===== src/rtl/embed_seq_apb4_mst.sv =====
// embed_seq_apb4_mst: APB4 master fed by an embedded sequencer core.
//
// Requests arrive on a valid/ready channel and are queued in a small command
// FIFO. Each entry is run as one APB4 transfer (SETUP then ACCESS), with byte
// strobes, slave error capture and an optional ACCESS timeout. Results come
// back on a valid/ready response channel, strictly in acceptance order.
//
// Ports
//   clk_i, rst_i        clock, synchronous active-high reset
//   req_*               request channel (valid/ready, write, addr, wdata, strb)
//   rsp_*               response channel (valid/ready, rdata, err: 00 ok,
//                       01 slave error, 10 timeout)
//   p*                  APB4 master interface
//   busy_o              queued work, transfer in flight or response pending
`timescale 1ns / 1ps

module embed_seq_apb4_mst #(
  parameter int unsigned P_ADDR_WIDTH = 32,
  parameter int unsigned P_DATA_WIDTH = 32,
  parameter int unsigned P_FIFO_DEPTH = 2,
  parameter int unsigned P_TIMEOUT    = 256
) (
  input  logic                      clk_i,
  input  logic                      rst_i,
  input  logic                      req_valid_i,
  output logic                      req_ready_o,
  input  logic                      req_write_i,
  input  logic [P_ADDR_WIDTH-1:0]   req_addr_i,
  input  logic [P_DATA_WIDTH-1:0]   req_wdata_i,
  input  logic [P_DATA_WIDTH/8-1:0] req_strb_i,
  output logic                      rsp_valid_o,
  input  logic                      rsp_ready_i,
  output logic [P_DATA_WIDTH-1:0]   rsp_rdata_o,
  output logic [1:0]                rsp_err_o,
  output logic [P_ADDR_WIDTH-1:0]   paddr_o,
  output logic                      psel_o,
  output logic                      penable_o,
  output logic                      pwrite_o,
  output logic [P_DATA_WIDTH-1:0]   pwdata_o,
  output logic [P_DATA_WIDTH/8-1:0] pstrb_o,
  input  logic                      pready_i,
  input  logic [P_DATA_WIDTH-1:0]   prdata_i,
  input  logic                      pslverr_i,
  output logic                      busy_o
);

  localparam int unsigned StrbW    = P_DATA_WIDTH / 8;
  localparam int unsigned EntryW   = 1 + P_ADDR_WIDTH + P_DATA_WIDTH + StrbW;
  localparam int unsigned PtrW     = (P_FIFO_DEPTH > 1) ? $clog2(P_FIFO_DEPTH) : 1;
  localparam int unsigned MemDepth = 1 << PtrW;
  localparam int unsigned CntW     = $clog2(P_FIFO_DEPTH + 1);
  localparam logic [15:0] TimeoutLast = (P_TIMEOUT == 0) ? 16'd0 : 16'(P_TIMEOUT - 1);

  typedef enum logic [1:0] {StIdle, StSetup, StAccess} state_e;

  state_e                 state_q, state_d;
  logic [EntryW-1:0]      mem_q [MemDepth];
  logic [PtrW-1:0]        wr_ptr_q, wr_ptr_d, rd_ptr_q, rd_ptr_d;
  logic [CntW-1:0]        count_q, count_d;
  logic                   ready_q, ready_d;
  logic [P_ADDR_WIDTH-1:0] paddr_q, paddr_d;
  logic                   pwrite_q, pwrite_d;
  logic [P_DATA_WIDTH-1:0] pwdata_q, pwdata_d;
  logic [StrbW-1:0]       pstrb_q, pstrb_d;
  logic                   rsp_valid_q, rsp_valid_d;
  logic [P_DATA_WIDTH-1:0] rsp_rdata_q, rsp_rdata_d;
  logic [1:0]             rsp_err_q, rsp_err_d;
  logic [15:0]            tcnt_q, tcnt_d;

  logic                    push, pop, fifo_empty, timeout_hit;
  logic                    head_write;
  logic [P_ADDR_WIDTH-1:0] head_addr;
  logic [P_DATA_WIDTH-1:0] head_wdata;
  logic [StrbW-1:0]        head_strb;

  assign push        = req_valid_i && ready_q;
  assign fifo_empty  = (count_q == '0);
  assign timeout_hit = (P_TIMEOUT != 0) && (tcnt_q == TimeoutLast);
  assign {head_write, head_addr, head_wdata, head_strb} = mem_q[rd_ptr_q];

  always_comb begin
    state_d     = state_q;
    pop         = 1'b0;
    paddr_d     = paddr_q;
    pwrite_d    = pwrite_q;
    pwdata_d    = pwdata_q;
    pstrb_d     = pstrb_q;
    rsp_valid_d = rsp_valid_q && !rsp_ready_i;
    rsp_rdata_d = rsp_rdata_q;
    rsp_err_d   = rsp_err_q;
    tcnt_d      = tcnt_q;

    unique case (state_q)
      StIdle: begin
        // Only start when the response slot is free (or freeing now), so a
        // pending response can never be overwritten.
        if (!fifo_empty && (!rsp_valid_q || rsp_ready_i)) begin
          pop      = 1'b1;
          state_d  = StSetup;
          paddr_d  = head_addr;
          pwrite_d = head_write;
          pwdata_d = head_wdata;
          pstrb_d  = head_write ? head_strb : '0;
        end
      end
      StSetup: begin
        tcnt_d  = '0;
        state_d = StAccess;
      end
      StAccess: begin
        if (pready_i) begin
          rsp_valid_d = 1'b1;
          rsp_rdata_d = (!pwrite_q && !pslverr_i) ? prdata_i : '0;
          rsp_err_d   = pslverr_i ? 2'b01 : 2'b00;
          state_d     = StIdle;
        end else if (timeout_hit) begin
          rsp_valid_d = 1'b1;
          rsp_rdata_d = '0;
          rsp_err_d   = 2'b10;
          state_d     = StIdle;
        end else begin
          tcnt_d = tcnt_q + 16'd1;
        end
      end
      default: state_d = StIdle;
    endcase
  end

  always_comb begin
    wr_ptr_d = wr_ptr_q;
    rd_ptr_d = rd_ptr_q;
    if (push) begin
      wr_ptr_d = (wr_ptr_q == PtrW'(P_FIFO_DEPTH - 1)) ? '0 : wr_ptr_q + 1'b1;
    end
    if (pop) begin
      rd_ptr_d = (rd_ptr_q == PtrW'(P_FIFO_DEPTH - 1)) ? '0 : rd_ptr_q + 1'b1;
    end
    count_d = count_q + CntW'(push) - CntW'(pop);
    ready_d = (count_d != CntW'(P_FIFO_DEPTH));
  end

  always_ff @(posedge clk_i) begin
    if (rst_i) begin
      state_q     <= StIdle;
      wr_ptr_q    <= '0;
      rd_ptr_q    <= '0;
      count_q     <= '0;
      ready_q     <= 1'b1;
      paddr_q     <= '0;
      pwrite_q    <= 1'b0;
      pwdata_q    <= '0;
      pstrb_q     <= '0;
      rsp_valid_q <= 1'b0;
      rsp_rdata_q <= '0;
      rsp_err_q   <= 2'b00;
      tcnt_q      <= '0;
    end else begin
      state_q     <= state_d;
      wr_ptr_q    <= wr_ptr_d;
      rd_ptr_q    <= rd_ptr_d;
      count_q     <= count_d;
      ready_q     <= ready_d;
      paddr_q     <= paddr_d;
      pwrite_q    <= pwrite_d;
      pwdata_q    <= pwdata_d;
      pstrb_q     <= pstrb_d;
      rsp_valid_q <= rsp_valid_d;
      rsp_rdata_q <= rsp_rdata_d;
      rsp_err_q   <= rsp_err_d;
      tcnt_q      <= tcnt_d;
    end
  end

  // Storage needs no reset: entries are only read while counted as valid.
  always_ff @(posedge clk_i) begin
    if (push) begin
      mem_q[wr_ptr_q] <= {req_write_i, req_addr_i, req_wdata_i, req_strb_i};
    end
  end

  assign req_ready_o = ready_q;
  assign rsp_valid_o = rsp_valid_q;
  assign rsp_rdata_o = rsp_rdata_q;
  assign rsp_err_o   = rsp_err_q;
  assign paddr_o     = paddr_q;
  assign psel_o      = (state_q != StIdle);
  assign penable_o   = (state_q == StAccess);
  assign pwrite_o    = pwrite_q;
  assign pwdata_o    = pwdata_q;
  assign pstrb_o     = pstrb_q;
  assign busy_o      = !fifo_empty || (state_q != StIdle) || rsp_valid_q;

endmodule


===== config.mk =====
export PLATFORM = sky130hd
export DESIGN_NAME = embed_seq_apb4_mst
export DESIGN_NICKNAME = d
export VERILOG_FILES = /design/src/rtl/embed_seq_apb4_mst.sv
export SDC_FILE = /design/constraint.sdc
export NUM_CORES = 1
export LEC_CHECK = 0
export ABC_AREA = 1
export ABC_CLOCK_PERIOD_IN_PS = 6300
export CORE_UTILIZATION = 32
export CTS_BUF_LIST = sky130_fd_sc_hd__clkbuf_2 sky130_fd_sc_hd__clkbuf_4 sky130_fd_sc_hd__clkbuf_8
export DETAILED_ROUTE_END_ITERATION = 12
export SLEW_MARGIN = 40
export SYNTH_ARGS = -nofsm -noshare
export SYNTH_HDL_FRONTEND = slang
export SYNTH_SLANG_ARGS = --single-unit

===== constraint.sdc =====
create_clock -name clk_i -period 6.3 [get_ports clk_i]
set_input_delay 1.26 -clock clk_i [delete_from_list [all_inputs] [get_ports clk_i]]
set_output_delay 1.26 -clock clk_i [all_outputs]
set_load 0.05 [all_outputs]

## Yosys cells after proc, flatten, opt, wreduce, memory -nomap -nowiden

Memories as Yosys holds them, arrays and structs flattened. A register that Yosys moved wholly into a read port is not among the register bits.
Index checks and enable logic that the tools add are counted.
Widths: inputs -> output; s select.

| storage, ports and cells | value |
|---|---|
| flip-flop bits (word level) | 127 |
| memory bits (writable) | 138 |
| word-level logic and storage cells | 73 |
| input bits | 107 |
| output and inout port bits | 108 |
| memories | 1 |

Memories:

| name | depth | bits a word | rd ports | clocked after memory_dff | write ports | RTL line | RTL |
|---|---|---|---|---|---|---|---|
| mem_q | 2 | 69 | 1 | 1 | 1 | 57 | `logic [EntryW-1:0] mem_q [MemDepth];` |

| operators by class | value |
|---|---|
| reduce and logical (&&, ||, !) cells | 21 |
| equality and inequality tests | 8 |
| multiplexer cells | 25 |
| add/subtract/negate cells | 5 |

Operator list:

| cell | number |
|---|---|
| $mux 32 | 3 |
| $mux 16 | 2 |
| $pmux 16 s2 | 1 |
| $add 16x1->16 const B | 1 |
| $eq 16x8->1 const B | 1 |
| $mux 1 | 12 |
| $mux 2 | 5 |
| $ne 2x2->1 const B | 4 |
| $pmux 2 s3 | 1 |
| $reduce_and 2->1 | 3 |
| $reduce_bool 2->1 | 3 |
| $logic_not 1->1 | 5 |
| $logic_and 1x1->1 | 4 |
| $logic_not 2->1 | 2 |
| $mux 4 | 1 |
| $logic_or 1x1->1 | 3 |
| $ne 3x1->1 const B | 1 |
| $reduce_and 3->1 | 1 |
| $add 1x1->1 const B | 2 |
| $add 2x1->2 | 1 |
| $eq 2x1->1 const B | 1 |
| $eq 2x2->1 const B | 1 |
| $sub 2x1->2 | 1 |

## Logic depth before layout (Yosys ltp)

| logic depth | value |
|---|---|
| depth in word-level cells | 7 |
| depth in mapped cells | 13 |
| gate-level depth less buffers | 11 |

## Least setup slack after synthesis

No wires, ideal clock.

| path | value |
|---|---|
| path kind | input to register |
| from | in req_valid_i |
| to | mem mem_q[1][0] (netlist name) (enable) |
| arrival time | 4.285 ns |
| slack | 1.517 ns |
| buffers on the path | 0 |
| required time | 5.802 ns |
| library setup time | 0.498 ns |
| cell stages on the path | 2 |
| cells stage by stage | nand2_1 > nor2_1 |

| between the ends | value |
|---|---|
| longest elaborated chain between the ends | 3 |

Ends and longest elaborated chain:

| element | RTL line | RTL |
|---|---|---|
| from (decl) | 25 | `input logic req_valid_i,` |
| $logic_and 1x1->1 | 76 | `assign push = req_valid_i && ready_q;` |
| $mux 1 | 176 | `if (push) begin` |
| $mux 1 (implied by the code) | 177 | `mem_q[wr_ptr_q] <= {req_write_i, req_addr_i, req_wdata_i, req_strb_i};` |
| to (decl) | 57 |  |

Every way passes these cells.

## Worst setup path in the final report

| path | value |
|---|---|
| from | reg state_q[0] |
| to | out penable_o |

| between the ends | value |
|---|---|
| longest elaborated chain between the ends | 1 |

Ends and longest elaborated chain:

| element | RTL line | RTL |
|---|---|---|
| from (decl) | 56 | `state_e state_q, state_d;` |
| from (signal assigned) | 144 | `state_q <= StIdle;` |
| from (signal assigned) | 158 | `state_q <= state_d;` |
| $eq 2x2->1 | 187 | `assign penable_o = (state_q == StAccess);` |
| to (decl) | 37 | `output logic penable_o,` |

Every way passes these cells.

==> results.json <==
{
  "grt-ovfl-total": 0,
  "cts.sinks": 266,
  "synth.largest_area_cell": "edfxtp_1",
  "yosys.area.top_type_share": 0.4195,
  "post_cts_resized": 0,
  "synth_common_cells": "nand2_1 (281), edfxtp_1 (138), dfxtp_1 (128)",
  "fin_crit_sh": 0.6017,
  "clockRootBuffer": "clkbuf_8",
  "worstPathCellList": "inv_1, ha_1, clkdlybuf4s50_1",
  "ys_top_cells_by_area": "edfxtp_1 (42%), dfxtp_1 (26%), nand2_1 (11%)",
  "num_vias": 7301,
  "clock_tree.buffer_depth": 3,
  "max_freq_ghz": 0.2638,
  "cts_tree": "done",
  "register_area_um2": 6708,
  "required_ns": 5.04,
  "hold_start": "rsp_rdata_o[21]",
  "numCtsBuffers": 45,
  "synthesis.nets": 1059,
  "gp_congestion": 0.8342,
  "multi_input_area_um2": 2763,
  "fp.coreArea_um2": 30030,
  "row_count": 63,
  "finalHoldViolations": 0,
  "yosysSeqAreaShare": 0.6789,
  "rsz0062_at_grt": "no",
  "cp_slowest_stage_delay_ns": 0.95,
  "setup_viol": 0,
  "ys_ff_latch": 266,
  "clk_latency_ns": 0.55,
  "critPathCaptureType": "primary output",
  "grt_pass1_vias": 7029,
  "r2r-start": "state_q[0]",
  "antenna_left": 0,
  "initial_core_util": 0.3289,
  "synthFlopType": "edfxtp_1",
  "intPower_w": 0.003925,
  "powerDensity_nw_per_um2": 492.6,
  "p_leak_nw": 4.800,
  "sw_frac_of_total": 0.4000,
  "clkPwrFrac": 0.245,
  "critPathArrivalTime_ns": 2.53,
  "wl_per_cell_um": 14.78,
  "synth_edf_count": 138,
  "cp-startpoint": "state_q[0]",
  "start_kind": "register",
  "avgSynthCellArea_um2": 10.45,
  "setup_slack_ns": 2.509,
  "synthDistinctLibCells": 34,
  "track_usage": 0.1467,
  "synth.most_common_cell": "nand2_1",
  "io-pin-count": 215,
  "via_per_inst": 4.603,
  "die_w_um": 177.7,
  "drt_iter0_markers": 367,
  "synthCells": 945,
  "clock_skew_ns": 0.03532,
  "worst_pin_slew_ns": 0.7527,
  "grt_pass1_wl_mm": 36.50,
  "path_clk_slew_ns": 0.06,
  "crit_type": "reg -> out",
  "io_buffers": 214,
  "n_fill_cell": 2824,
  "critPathMaxFanout": 15,
  "cp_top_family": "buffers and inverters",
  "drc": 0,
  "dr.pass1.iters": 5,
  "grt_max_degree": 75,
  "cts_max_level": 2,
  "fin_tns_setup_ns": 0,
  "crit_slowest_cell": "clkdlybuf4s50_1",
  "nets": 1272,
  "slew_violations": 0,
  "path_buf_inv": 2,
  "synth_area_um2": 9878,
  "hold_class": "reg -> reg",
  "place_ws_ns": 2.540,
  "cts.hold.buffers_added": 0,
  "slew_headroom": 0.4982,
  "seq_power_share": 0.376,
  "dpl.hpwl_mm": 14.21,
  "cts_setup_buffers": 0,
  "routed_wl_mm": 23.44,
  "combPwrFrac": 0.378,
  "antenna_found_initial": 4,
  "switchingPower_w": 0.002617,
  "final_layout_size_suffix_gt1_frac": 0.09220,
  "die_h_um": 177.7,
  "synth_warnings": 0,
  "area_delta_synth_final_pct": 34.44,
  "maxCapViolations": 0,
  "die_area_um2": 31580,
  "async_reset_ff_frac": 0,
  "period_needed_ns": 3.791,
  "ir_drop_mv": 0.3261,
  "status": "complete, no violations"
}
==> cell families after synthesis <==
kind of cell / after synthesis / synth area share
AOI/OAI and AO/OA: 191 / 0.1069
buffers and inverters: 94 / 0.04395
adders and majority gates: 7 / 0.008866
DFF: 266 / 0.6789
and+or+nand+nor: 386 / 0.1605
xor gates and xnor gates: 1 / 0.0008868
==> worst reg2reg max path, cell delays in order (launching register included) <==
cell	delay [ns]
dfxtp_1	0.33
inv_1	0.10
ha_1	0.20
inv_1	0.11
nor2_4	0.13
buf_4	0.46
buf_4	0.63
inv_1	0.26
a21oi_1	0.19
nor2_1	0.05
==> worst paths after layout <==
kind,end,slack (ns),cells past startpoint
hold / removal,rsp_rdata_o[21],0.46,2
setup / recovery,penable_o,2.51,3
setup reg to reg,pwrite_o,3.72,9
hold reg to reg,rsp_rdata_o[21],0.46,2
==> power by group through the flow <==
stage	Combinational, W	Clock (W)	Sequential (W)
after floorplan	0.000908	0	0.00325
after global placement	0.00247	0	0.00250
after detailed placement	0.00250	0	0.00250
after CTS	0.00251	0.00166	0.00247
after global routing	0.00267	0.00174	0.00251
final	0.00248	0.00160	0.00246
==> cell usage in the layout, fill, tap and decap left out, drive strengths merged <==
cell / instances
nand2: 283
nand4: 15
ha: 7
nor2b: 1
nand3: 13
nor3b: 1
inv: 38
bufinv: 2
or2: 1
clkdlybuf4s50: 213
clkbuf: 69
o22ai: 1
edfxtp: 138
dfxtp: 128
clkinvlp: 1
o21ai: 75
diode: 3
buf: 9
nand3b: 1
nor2: 69
a31oi: 64
a211oi: 2
a21oi: 47
nor3: 2
o21a: 2
clkinv: 10
xor2: 1
==> final cells by class <==
cell class / count / area share
inverter: 38 / 0.01093
clock inverter: 13 / 0.009327
clock buffer: 69 / 0.06303
antenna: 3 / 0.0005653
multi-input combinational: 585 / 0.2080
sequential: 266 / 0.5051
tap: 390 / 0.03674
timing repair buffer: 222 / 0.1663
==> sequential cells by signal, indices dropped and copies added (netlist names), named ones only <==
signal / flops
tcnt_q: 16
rsp_err_o: 2
rsp_valid_o: 1
count_q: 2
state_q: 2
mem_q: 138
rd_ptr_q: 1
wr_ptr_q: 1
pwrite_o: 1
req_ready_o: 1
pstrb_o: 4
rsp_rdata_o: 32
paddr_o: 32
pwdata_o: 32
==> layer usage <==
layer / wire [um] / vias to the layer above / track usage / share of wire
met2: 11040 / 204 / 0.2474 / 0.47
li1: - / 3671 / - / -
met4: 523 / 2 / 0.05164 / 0.022
met1: 9965 / 3387 / 0.1755 / 0.43
met5: 18 / - / 0 / 0.00077
met3: 1887 / 37 / 0.04584 / 0.081
==> stage by stage <==
| stage | hold slack, ns | utilization | area [um^2] | instances | total power [W] |
|---|---|---|---|---|---|
| after floorplan | 0.4559 | - | 9878 | 945 | 0.004160 |
| after global placement | 0.4478 | 0.4094 | 12300 | 1501 | 0.004967 |
| after detailed placement | 0.4526 | 0.4098 | 12310 | 1501 | 0.004995 |
| after CTS | 0.4622 | 0.4418 | 13270 | 1583 | 0.006641 |
| after global routing | 0.4788 | 0.4420 | 13280 | 1584 | 0.006912 |
| final | 0.4580 | 0.4422 | 13280 | 1586 | 0.006542 |
Power figures use the tool's default switching activity.
